===== config.mk =====
export PLATFORM = sky130hd
export DESIGN_NAME = audio_pdm_output
export DESIGN_NICKNAME = d
export VERILOG_FILES = /design/src/rtl/audio_pdm_output_pkg.sv /design/src/rtl/audio_pdm_output_sigma_delta_mod.sv /design/src/rtl/audio_pdm_output.sv
export SDC_FILE = /design/constraint.sdc
export NUM_CORES = 1
export LEC_CHECK = 0
export ABC_AREA = 0
export ABC_CLOCK_PERIOD_IN_PS = 6450
export CORE_MARGIN = 5
export CORE_UTILIZATION = 45
export DETAILED_ROUTE_END_ITERATION = 7
export GPL_TIMING_DRIVEN = 0
export PLACE_DENSITY = 0.58
export SETUP_SLACK_MARGIN = 0.2
export SLEW_MARGIN = 20
export SYNTH_ARGS = -nofsm -noshare
export SYNTH_HDL_FRONTEND = slang
export SYNTH_SLANG_ARGS = --single-unit

===== constraint.sdc =====
create_clock -name clk -period 6.45 [get_ports clk]
set_clock_uncertainty 0.05 [all_clocks]
set_input_delay 1.29 -clock clk [delete_from_list [all_inputs] [get_ports clk]]
set_output_delay 1.29 -clock clk [all_outputs]
set_load 0.01 [all_outputs]

===== src/rtl/audio_pdm_output_pkg.sv =====
// Shared definitions for the PDM audio output stage: pipeline state
// encoding, sample range helpers, gain constant and dither LFSR constants.
package audio_pkg;

    typedef enum logic [1:0] {
        S_IDLE   = 2'd0,
        S_SCALE  = 2'd1,
        S_CLAMP  = 2'd2,
        S_COMMIT = 2'd3
    } state_e;

    localparam int SAMPLE_BITS_DEF = 12;
    localparam int VOLUME_BITS_DEF = 8;

    // Offset added to a signed sample to obtain its offset-binary level.
    function automatic int midscale(input int bits);
        return 1 << (bits - 1);
    endfunction

    function automatic int sample_max(input int bits);
        return (1 << (bits - 1)) - 1;
    endfunction

    function automatic int sample_min(input int bits);
        return -(1 << (bits - 1));
    endfunction

    function automatic int unity_gain(input int vbits);
        return 1 << (vbits - 1);
    endfunction

    localparam int MIDSCALE   = midscale(SAMPLE_BITS_DEF);
    localparam int UNITY_GAIN = unity_gain(VOLUME_BITS_DEF);

    // Fibonacci LFSR x^16 + x^14 + x^13 + x^11 + 1 (bits 15,13,12,10).
    localparam logic [15:0] LFSR_SEED = 16'hACE1;
    localparam logic [15:0] LFSR_TAPS = 16'hB400;

endpackage


===== src/rtl/audio_pdm_output_sigma_delta_mod.sv =====
// First-order sigma-delta modulator: free-running accumulator whose carry
// is the PDM bit. Optional triangular-ish dither via AUDIO_PDM_DITHER_EN.
module sigma_delta_mod
    import audio_pkg::*;
#(
    parameter int SAMPLE_BITS = 12
) (
    input  logic                   clk,
    input  logic                   resetn,
    input  logic [SAMPLE_BITS-1:0] level,
    output logic                   pdm_out
);

    logic [SAMPLE_BITS-1:0] acc_q;
    logic                   pdm_q;
    logic [SAMPLE_BITS-1:0] mod_in;
    logic [SAMPLE_BITS:0]   sum;

`ifdef AUDIO_PDM_DITHER_EN
    logic [15:0]                   lfsr_q;
    logic                          lfsr_fb;
    logic signed [SAMPLE_BITS+1:0] dith_sum;

    assign lfsr_fb = ^(lfsr_q & LFSR_TAPS);

    // LFSR advances every clock from a fixed seed.
    always_ff @(posedge clk or negedge resetn) begin
        if (!resetn) lfsr_q <= LFSR_SEED;
        else         lfsr_q <= {lfsr_q[14:0], lfsr_fb};
    end

    // Add dither in -2..+1 and saturate the modulator input to its range.
    always_comb begin
        dith_sum = $signed({2'b00, level})
                 + $signed({{SAMPLE_BITS{lfsr_q[1]}}, lfsr_q[1:0]});
        mod_in   = dith_sum[SAMPLE_BITS-1:0];
        if (dith_sum[SAMPLE_BITS+1])   mod_in = '0;
        else if (dith_sum[SAMPLE_BITS]) mod_in = '1;
    end
`else
    assign mod_in = level;
`endif

    // Accumulate level; the carry out is the density-modulated bit.
    always_comb begin
        sum = {1'b0, acc_q} + {1'b0, mod_in};
    end

    // Accumulator wraps naturally; output bit is registered.
    always_ff @(posedge clk or negedge resetn) begin
        if (!resetn) begin
            acc_q <= '0;
            pdm_q <= 1'b0;
        end else begin
            acc_q <= sum[SAMPLE_BITS-1:0];
            pdm_q <= sum[SAMPLE_BITS];
        end
    end

    assign pdm_out = pdm_q;

endmodule


===== src/rtl/audio_pdm_output.sv =====
// Audio output stage: per sample applies volume, saturates, mutes and
// converts to offset-binary, then drives a sigma-delta PDM modulator.
// Optional dither in the modulator: define AUDIO_PDM_DITHER_EN.
module audio_pdm_output
    import audio_pkg::*;
#(
    parameter int SAMPLE_BITS = 12,
    parameter int VOLUME_BITS = 8
) (
    input  logic                   clk,
    input  logic                   resetn,
    input  logic                   sample_clk,
    input  logic [SAMPLE_BITS-1:0] in,
    input  logic [VOLUME_BITS-1:0] volume,
    input  logic                   mute,
    output logic                   pdm_out,
    output logic                   sample_taken,
    output logic                   clip
);

    localparam int PROD_BITS = SAMPLE_BITS + VOLUME_BITS + 1;
    localparam logic [SAMPLE_BITS-1:0] MID_L =
        SAMPLE_BITS'(midscale(SAMPLE_BITS));
    localparam logic signed [PROD_BITS-1:0] MAX_P =
        PROD_BITS'(sample_max(SAMPLE_BITS));
    localparam logic signed [PROD_BITS-1:0] MIN_P =
        PROD_BITS'(sample_min(SAMPLE_BITS));
    localparam logic signed [SAMPLE_BITS-1:0] MAX_S =
        SAMPLE_BITS'(sample_max(SAMPLE_BITS));
    localparam logic signed [SAMPLE_BITS-1:0] MIN_S =
        SAMPLE_BITS'(sample_min(SAMPLE_BITS));

    state_e                        state_q, state_d;
    logic                          prev_sclk_q;
    logic                          edge_w;
    logic signed [SAMPLE_BITS-1:0] in_reg_q;
    logic signed [PROD_BITS-1:0]   prod_q;
    logic signed [PROD_BITS-1:0]   scaled_w;
    logic signed [SAMPLE_BITS-1:0] sat_w, sat_q;
    logic                          clip_w;
    logic [SAMPLE_BITS-1:0]        level_q;
    logic                          sample_taken_q;
    logic                          clip_q;

    assign edge_w = sample_clk & ~prev_sclk_q;

    // State register.
    always_ff @(posedge clk or negedge resetn) begin
        if (!resetn) state_q <= S_IDLE;
        else         state_q <= state_d;
    end

    // Fixed 3-step pipeline; a new edge in any state restarts it.
    always_comb begin
        state_d = state_q;
        case (state_q)
            S_IDLE:   state_d = S_IDLE;
            S_SCALE:  state_d = S_CLAMP;
            S_CLAMP:  state_d = S_COMMIT;
            S_COMMIT: state_d = S_IDLE;
            default:  state_d = S_IDLE;
        endcase
        if (edge_w) state_d = S_SCALE;
    end

    // Rescale to sample units and saturate to the signed sample range.
    always_comb begin
        scaled_w = prod_q >>> (VOLUME_BITS - 1);
        sat_w    = scaled_w[SAMPLE_BITS-1:0];
        clip_w   = 1'b0;
        if (scaled_w > MAX_P) begin
            sat_w  = MAX_S;
            clip_w = 1'b1;
        end else if (scaled_w < MIN_P) begin
            sat_w  = MIN_S;
            clip_w = 1'b1;
        end
    end

    // Sample pipeline; stage work is skipped when an edge discards it,
    // so a superseded sample can neither pulse clip nor reach level.
    always_ff @(posedge clk or negedge resetn) begin
        if (!resetn) begin
            prev_sclk_q    <= 1'b0;
            in_reg_q       <= '0;
            prod_q         <= '0;
            sat_q          <= '0;
            level_q        <= MID_L;
            sample_taken_q <= 1'b0;
            clip_q         <= 1'b0;
        end else begin
            prev_sclk_q    <= sample_clk;
            sample_taken_q <= edge_w;
            clip_q         <= 1'b0;
            if (edge_w) begin
                in_reg_q <= in;
            end else begin
                case (state_q)
                    S_SCALE: prod_q <= PROD_BITS'(in_reg_q)
                                     * PROD_BITS'($signed({1'b0, volume}));
                    S_CLAMP: begin
                        sat_q  <= sat_w;
                        clip_q <= clip_w;
                    end
                    S_COMMIT: level_q <= mute ? MID_L : unsigned'(sat_q) + MID_L;
                    default: ;
                endcase
            end
        end
    end

    assign sample_taken = sample_taken_q;
    assign clip         = clip_q;

    sigma_delta_mod #(
        .SAMPLE_BITS(SAMPLE_BITS)
    ) u_mod (
        .clk    (clk),
        .resetn (resetn),
        .level  (level_q),
        .pdm_out(pdm_out)
    );

endmodule


==> results of run 1 <==
[synthesized netlist by cell type (2+ instances only)]
cell type and number:
and2_1 39, and2_2 5, nor2b_1 5, nand2b_1 13, xnor2_1 17, inv_1 125
o21a_1 4, dfrtp_1 67, fa_1 78, nand2_1 157, o31ai_2 2, nand4_1 2
xor2_1 9, ha_1 54, a21boi_0 2, o21ai_0 46, a21oi_1 11, nand3_1 3
o21ai_1 9, nor2_1 38, buf_1 2, a21o_1 5, clkbuf_1 27, buf_2 2
o211ai_1 2, o21bai_1 3, a31oi_1 3
[report_power, final]
group          total [mW]  leakage [nW]  internal (mW)  switching (mW)
clock network       0.531         0.149          0.339           0.192
registers           0.683         0.848          0.590          0.0922
logic                2.17          2.75          0.927            1.24
total                3.38          3.74           1.86            1.53
[through the flow]
step / worst slack [ns] / hold WS (ns) / cell area (um^2) / util / setup TNS (ns)
6_report: 0.4161 / 0.4201 / 7452 / 0.5167 / 0
5_1_grt: 0.1997 / 0.4412 / 7452 / 0.5167 / 0
4_1_cts: 0.2538 / 0.4244 / 7413 / 0.5140 / 0
3_5_place_dp: -0.3681 / 0.4100 / 7088 / 0.4914 / -1.252
3_3_place_gp: -0.2910 / 0.4044 / 7063 / 0.4897 / -0.9363
2_1_floorplan: 0.7232 / 0.3930 / 6573 / - / 0
[routing by layer]
metal,vias to the layer above,part of all wire,global-route usage
li1,2373,-,-
met1,2417,0.46,0.2396
met2,79,0.49,0.3023
met3,19,0.036,0.03171
met4,0,0.017,0.05082
met5,-,0,0
[worst max-delay path by stage]
stage / startpoint / to / slack (ns)
finish: volume[1] / prod_q[20] / 0.42
CTS: volume[1] / prod_q[20] / 0.25
floorplan: volume[1] / prod_q[20] / 0.72
detailed placement: volume[0] / prod_q[20] / -0.37
global placement: volume[1] / prod_q[20] / -0.29
global route: volume[5] / prod_q[18] / 0.20
[cell families (layout without fill, tap and decap cells)]
| group | Yosys count | in the layout | synth area share |
|---|---|---|---|
| fa+ha+maj | 132 | 132 | 0.3404 |
| mux | 1 | 1 | 0.001713 |
| compound gates | 96 | 96 | 0.08719 |
| xor+xnor | 26 | 26 | 0.03465 |
| buf+inv | 158 | 203 | 0.09195 |
| flops | 68 | 68 | 0.2591 |
| simple gates | 269 | 269 | 0.1850 |
[final cells by class]
class / instances / area share
clock inverters: 6 / 0.01192
repair buffers: 29 / 0.04030
multi-input cells: 524 / 0.5745
flip-flops and latches: 68 / 0.2285
clock buffers: 10 / 0.03073
well taps: 184 / 0.03089
inverters: 125 / 0.06296
plain buffers: 33 / 0.02015
[flip-flops by register name (all words and copies together) (netlist names)]
name,count
clip,1
sat_q,12
sample_taken,1
prod_q,14
state_q,2
in_reg_q,12
u_mod.pdm_out,1
level_q,12
prev_sclk_q,1
u_mod.acc_q,12
[what timing repair did]
| action | in CTS | in global routing |
|---|---|---|
| gates cloned | 0 | 0 |
| endpoints found under the setup margin | 6 | 7 |
| pin swaps | 0 | 2 |
| resized for setup | 5 | 14 |
| setup buffers | 0 | 2 |
==> summary.txt, run 1 <==
Status
  – Status: completed

Global route
  – Initial antenna violation count: 0
  – Total global-route track usage: 0.1797
  – First-pass GRT wire length: about 24000 um
  – Vias in the first global route: 5159
  – Largest net degree at the start of global routing: 58
  – Grt ovf: 0

Drt
  – Routed len/inst: roughly 14 um
  – Total wire length: roughly 14000 um
  – Vias/cell: 4.993
  – DRT antenna net count: 0
  – Residual DRC: 0
  – Initial detailed-routing violation count: 260
  – Via count: between 4000 and 5000
  – Drt first pass iters: 6

STA
  – Tmin final: between 6 and 7 ns
  – Slew Viols, Final: 0
  – Relative slew slack: 0.6445
  – Crit share post-route: 0.9355
  – Hold Vio Cnt, Final: 0
  – Setup violations, final: 0
  – RSZ-0062 raised after global routing: true
  – Worst-Margin Slew: 0.5333 ns
  – Max Freq: around 170 MHz

Worst hold path
  – Hold path endpoint: u_mod.acc_q[0]
  – Hold depth: 1
  – Hold path start: u_mod.acc_q[0]
  – Hold Path Class: flip-flop to flip-flop

Clock network
  – Clk Latency, worst-skew pair: about 0.34 ns
  – Clock root buffer: clkbuf_16
  – Clock buffer count from CTS: 9
  – H-tree Lvls: 3
  – Clock slew at the register clock pins of the worst setup and hold paths: ~0.06 ns
  – Cts hold-fix bufs: 0
  – TritonCTS clock tree: built
  – Longest Clk Path Bufs: 2
  – Clk sinks: 68

Floorplan
  – Initial Util: 0.4557
  – I/O pin cnt: 27
  – Die Wd: around 130 um
  – CORE AREA: approximately 14000 um^2
  – Die area: 17120 um^2
  – Die Y: ~130 um
  – # rows: 44

Synthesis
  – Mapped Nets: 906
  – Synth warn: 0
  – Cell taking the most area after synthesis: dfrtp_1
  – Yosys reg bits: 68
  – Synth unique cells: 47
  – Post-Syn Instances: between 700 and 800
  – Primary FF master, synth: dfrtp_1
  – Cell area after synthesis: roughly 6600 um^2
  – EDFF count, synth: 0
  – Seq/Total Area, Yosys: 0.2591
  – Share of Yosys cell area claimed by the top area cell type: 0.2551
  – Mean Syn Cell Area: just under 9 um^2
  – Area contributors post-synth: dfrtp_1 (26%), fa_1 (24%), ha_1 (10%)
  – Async S/R FF share, synth: 1.000

Worst setup path
  – Req. time, crit path: around 6.6 ns
  – R2r startpoint: in_reg_q[11]
  – Crit path max-delay cell type: fa_2
  – Buffers plus inverters on the worst setup path: 5
  – Worst Path Max Fanout: 10
  – Stages on worst setup path: 18
  – Worst R2R Setup Slack: around 1.4 ns
  – Cell family with the largest share of critical-path delay: adder cells
  – Worst path arrival time: roughly 6.2 ns
  – Reg2reg path depth: 17
  – R2R Path End: prod_q[20]
  – Critical Path, Cell by Cell: clkdlybuf4s50_1 -> clkbuf_4 -> nand2_1 -> fa_2 -> inv_1 -> fa_2 -> inv_1 -> fa_1 -> fa_1 -> inv_1 -> ha_1 -> a21o_1 -> a21oi_2 -> and2b_2 -> nor2_1 -> o31ai_2 -> xnor2_1 -> o21ai_1
  – CP Launch Type: input pin
  – Slowest stage delay, CP: roughly 0.67 ns
  – Critical Path Most Common Cell: inv_1
  – Critical path class: input pin to flip-flop
  – Setup crit end kind: flip-flop

Layout
  – Share of layout cells above drive strength 1: 0.05912
  – Sequential Area: roughly 1700 um^2
  – Multi-input logic area: 4282 um^2
  – Area grow syn2layout: 13.38%
  – Most frequent cells in the layout: nand2_1 (157), inv_1 (125), fa_1 (76)
  – Diode count: 0
  – Most common cell after layout, fill and taps aside: nand2_1
  – Fill count: approximately 1400
  – Layout Nets: roughly 950
  – Finished Layout Cells: 979

Place
  – PortBufs: 26
  – Cells after DPL: just under 1000
  – Placer Congestion: 0.8206
  – Dpl hpwl: around 11000 um

Power
  – P per Cell Area: between 400 and 500 nW/um^2
  – Total power: 3.384 mW
  – LEAKAGE: about 3.7 nW
  – Max VDD drop: 0.3877 mV

Job
  – Number of max-cap violations: 0
(Power assumes the default switching activity.)
==> inputs of run 2 (changes only) <==
--- a/config.mk
+++ b/config.mk
@@ -6,7 +6,7 @@
 export NUM_CORES = 1
 export LEC_CHECK = 0
 export ABC_AREA = 0
-export ABC_CLOCK_PERIOD_IN_PS = 6450
+export ABC_CLOCK_PERIOD_IN_PS = 6330
 export CORE_MARGIN = 5
 export CORE_UTILIZATION = 45
 export DETAILED_ROUTE_END_ITERATION = 7
==> constraint.sdc (replaced) <==
create_clock -name clk -period 6.33 [get_ports clk]
set_clock_uncertainty 0.05 [all_clocks]
set_input_delay 1.266 -clock clk [delete_from_list [all_inputs] [get_ports clk]]
set_output_delay 1.266 -clock clk [all_outputs]
set_load 0.01 [all_outputs]
==> summary.txt, run 2 (synthesis results as in run 1) <==
Worst setup path
  – Worst path arrival time: 6.10 ns
  – Req. time, crit path: 6.50 ns
  – Worst Path Max Fanout: 10
  – Critical path class: input pin to flip-flop
  – Setup crit end kind: flip-flop
  – CP Launch Type: input pin

Power
  – P per Cell Area: approximately 460 nW/um^2
  – LEAKAGE: ~3.8 nW
  – Total power: 3.461 mW
  – Max VDD drop: 0.3933 mV

Clock network
  – Clock buffer count from CTS: 9
  – Clk sinks: 68
  – Clock slew at the register clock pins of the worst setup and hold paths: 0.06 ns
  – Cts hold-fix bufs: 0
  – Longest Clk Path Bufs: 2
  – Clock root buffer: clkbuf_16
  – H-tree Lvls: 3
  – TritonCTS clock tree: built
  – Clk Latency, worst-skew pair: roughly 0.34 ns

Global route
  – Grt ovf: 0
  – Vias in the first global route: 5158
  – Total global-route track usage: 0.1800
  – Largest net degree at the start of global routing: 58
  – Initial antenna violation count: 0
  – First-pass GRT wire length: approximately 24000 um

STA
  – Slew Viols, Final: 0
  – Relative slew slack: 0.6331
  – Worst-Margin Slew: approximately 0.55 ns
  – Setup violations, final: 0
  – Hold Vio Cnt, Final: 0
  – Max Freq: around 170 MHz
  – Tmin final: between 5 and 6 ns
  – Setup TNS: 0 ns
  – Crit share post-route: 0.9378
  – RSZ-0062 raised after global routing: false
  – Final Hold Slack: ~0.42 ns
  – Post-route setup slack: around 0.39 ns

Worst hold path
  – Hold Path Class: flip-flop to flip-flop

Layout
  – Share of layout cells above drive strength 1: 0.06156
  – Most common cell after layout, fill and taps aside: nand2_1
  – Final Util: 0.5182
  – Diode count: 0
  – Layout Nets: 947
  – Area grow syn2layout: 13.73%
  – Final Cell Area: 7475 um^2
  – Max reg flops: 14
  – Largest Register: prod_q
  – Finished Layout Cells: just under 1000
  – Fill count: approximately 1400
  – Most frequent cells in the layout: nand2_1 (156), inv_1 (125), fa_1 (76)

Job
  – Number of max-cap violations: 0

Floorplan
  – I/O pin cnt: 27
  – Die area: about 17000 um^2
  – Die Y: between 100 and 150 um
  – Die Wd: between 100 and 150 um
  – Initial Util: 0.4557
  – CORE AREA: between 10000 and 15000 um^2
  – # rows: 44

Place
  – Placer Congestion: 0.8206
  – Dpl hpwl: between 10000 and 15000 um
  – Area after DPL: about 7100 um^2
  – Dpl ws: -0.4641 ns
  – Cells after DPL: about 960
  – PortBufs: 26

Drt
  – Vias/cell: just under 5
  – Residual DRC: 0
  – Drt first pass iters: 5
  – Total wire length: 13540 um
  – Routed len/inst: about 14 um
  – DRT antenna net count: 0
  – Initial detailed-routing violation count: between 200 and 300
  – Via count: roughly 4900

Status
  – Status: completed
[run 2: cell count changes in the layout (fill, tap and decap cells not counted), sizes merged]
cell,delta
buf,+4
clkbuf,-3
clkdlybuf4s50,-1
dlymetal6s2s,+1
[run 2: timing repair]
item / in CTS / in global routing
endpoints found under the setup margin: 6 / 7
pin swaps: 1 / 4
buffers inserted: 0 / 3
gates resized for setup: 9 / 16
[run 2: layout make-up]
cell class | instances | area [um^2] | share of cell area
clock inverters | 6 | 88.84 | 0.01188
repair buffers | 30 | 310.3 | 0.04151
well taps | 184 | 230.2 | 0.03080
multi-input cells | 524 | 4284 | 0.5732
plain buffers | 33 | 160.2 | 0.02143
inverters | 125 | 469.2 | 0.06277
flip-flops and latches | 68 | 1703 | 0.2278
clock buffers | 10 | 229.0 | 0.03063
[run 2: where the power goes]
group / total (mW) / switching, mW / leakage (nW) / internal [mW]
combinational: 2.22 / 1.27 / 2.76 / 0.954
clock: 0.541 / 0.195 / 0.149 / 0.346
sequential: 0.696 / 0.0942 / 0.848 / 0.601
total: 3.46 / 1.56 / 3.76 / 1.90
[run 2: path summary, 6_finish.rpt]
kind	start	to	slack (ns)	cells after the start
worst min-delay path	u_mod.acc_q[0]	u_mod.acc_q[0]	0.42	1
worst max register to register	in_reg_q[11]	prod_q[20]	1.30	17
max in group asynchronous	resetn	level_q[11]	4.92	2
worst min register to register	u_mod.acc_q[0]	u_mod.acc_q[0]	0.42	1
min in group asynchronous	resetn	in_reg_q[2]	0.74	1
worst max-delay path	volume[1]	prod_q[20]	0.39	18
[run 2: metal layers]
| metal | routed length [um] | global-route usage | part of all wire | vias to the layer above |
|---|---|---|---|---|
| li1 | - | - | - | 2373 |
| met1 | 6265 | 0.2407 | 0.46 | 2404 |
| met2 | 6607 | 0.3023 | 0.49 | 78 |
| met3 | 462 | 0.03171 | 0.034 | 15 |
| met4 | 205 | 0.05082 | 0.015 | 0 |
| met5 | 0 | 0 | 0 | - |
[run 2: worst max-delay path, stage by stage]
cell and delay [ns]:
clkdlybuf4s50_1 0.52, buf_6 0.16, nand2_1 0.12, fa_2 0.66
inv_1 0.10, fa_2 0.58, inv_1 0.10, fa_1 0.48
fa_1 0.54, inv_1 0.04, ha_1 0.36, a21o_1 0.21
a21oi_2 0.17, and2b_2 0.23, nor2_1 0.12, o31ai_2 0.09
xnor2_1 0.24, o21ai_1 0.08
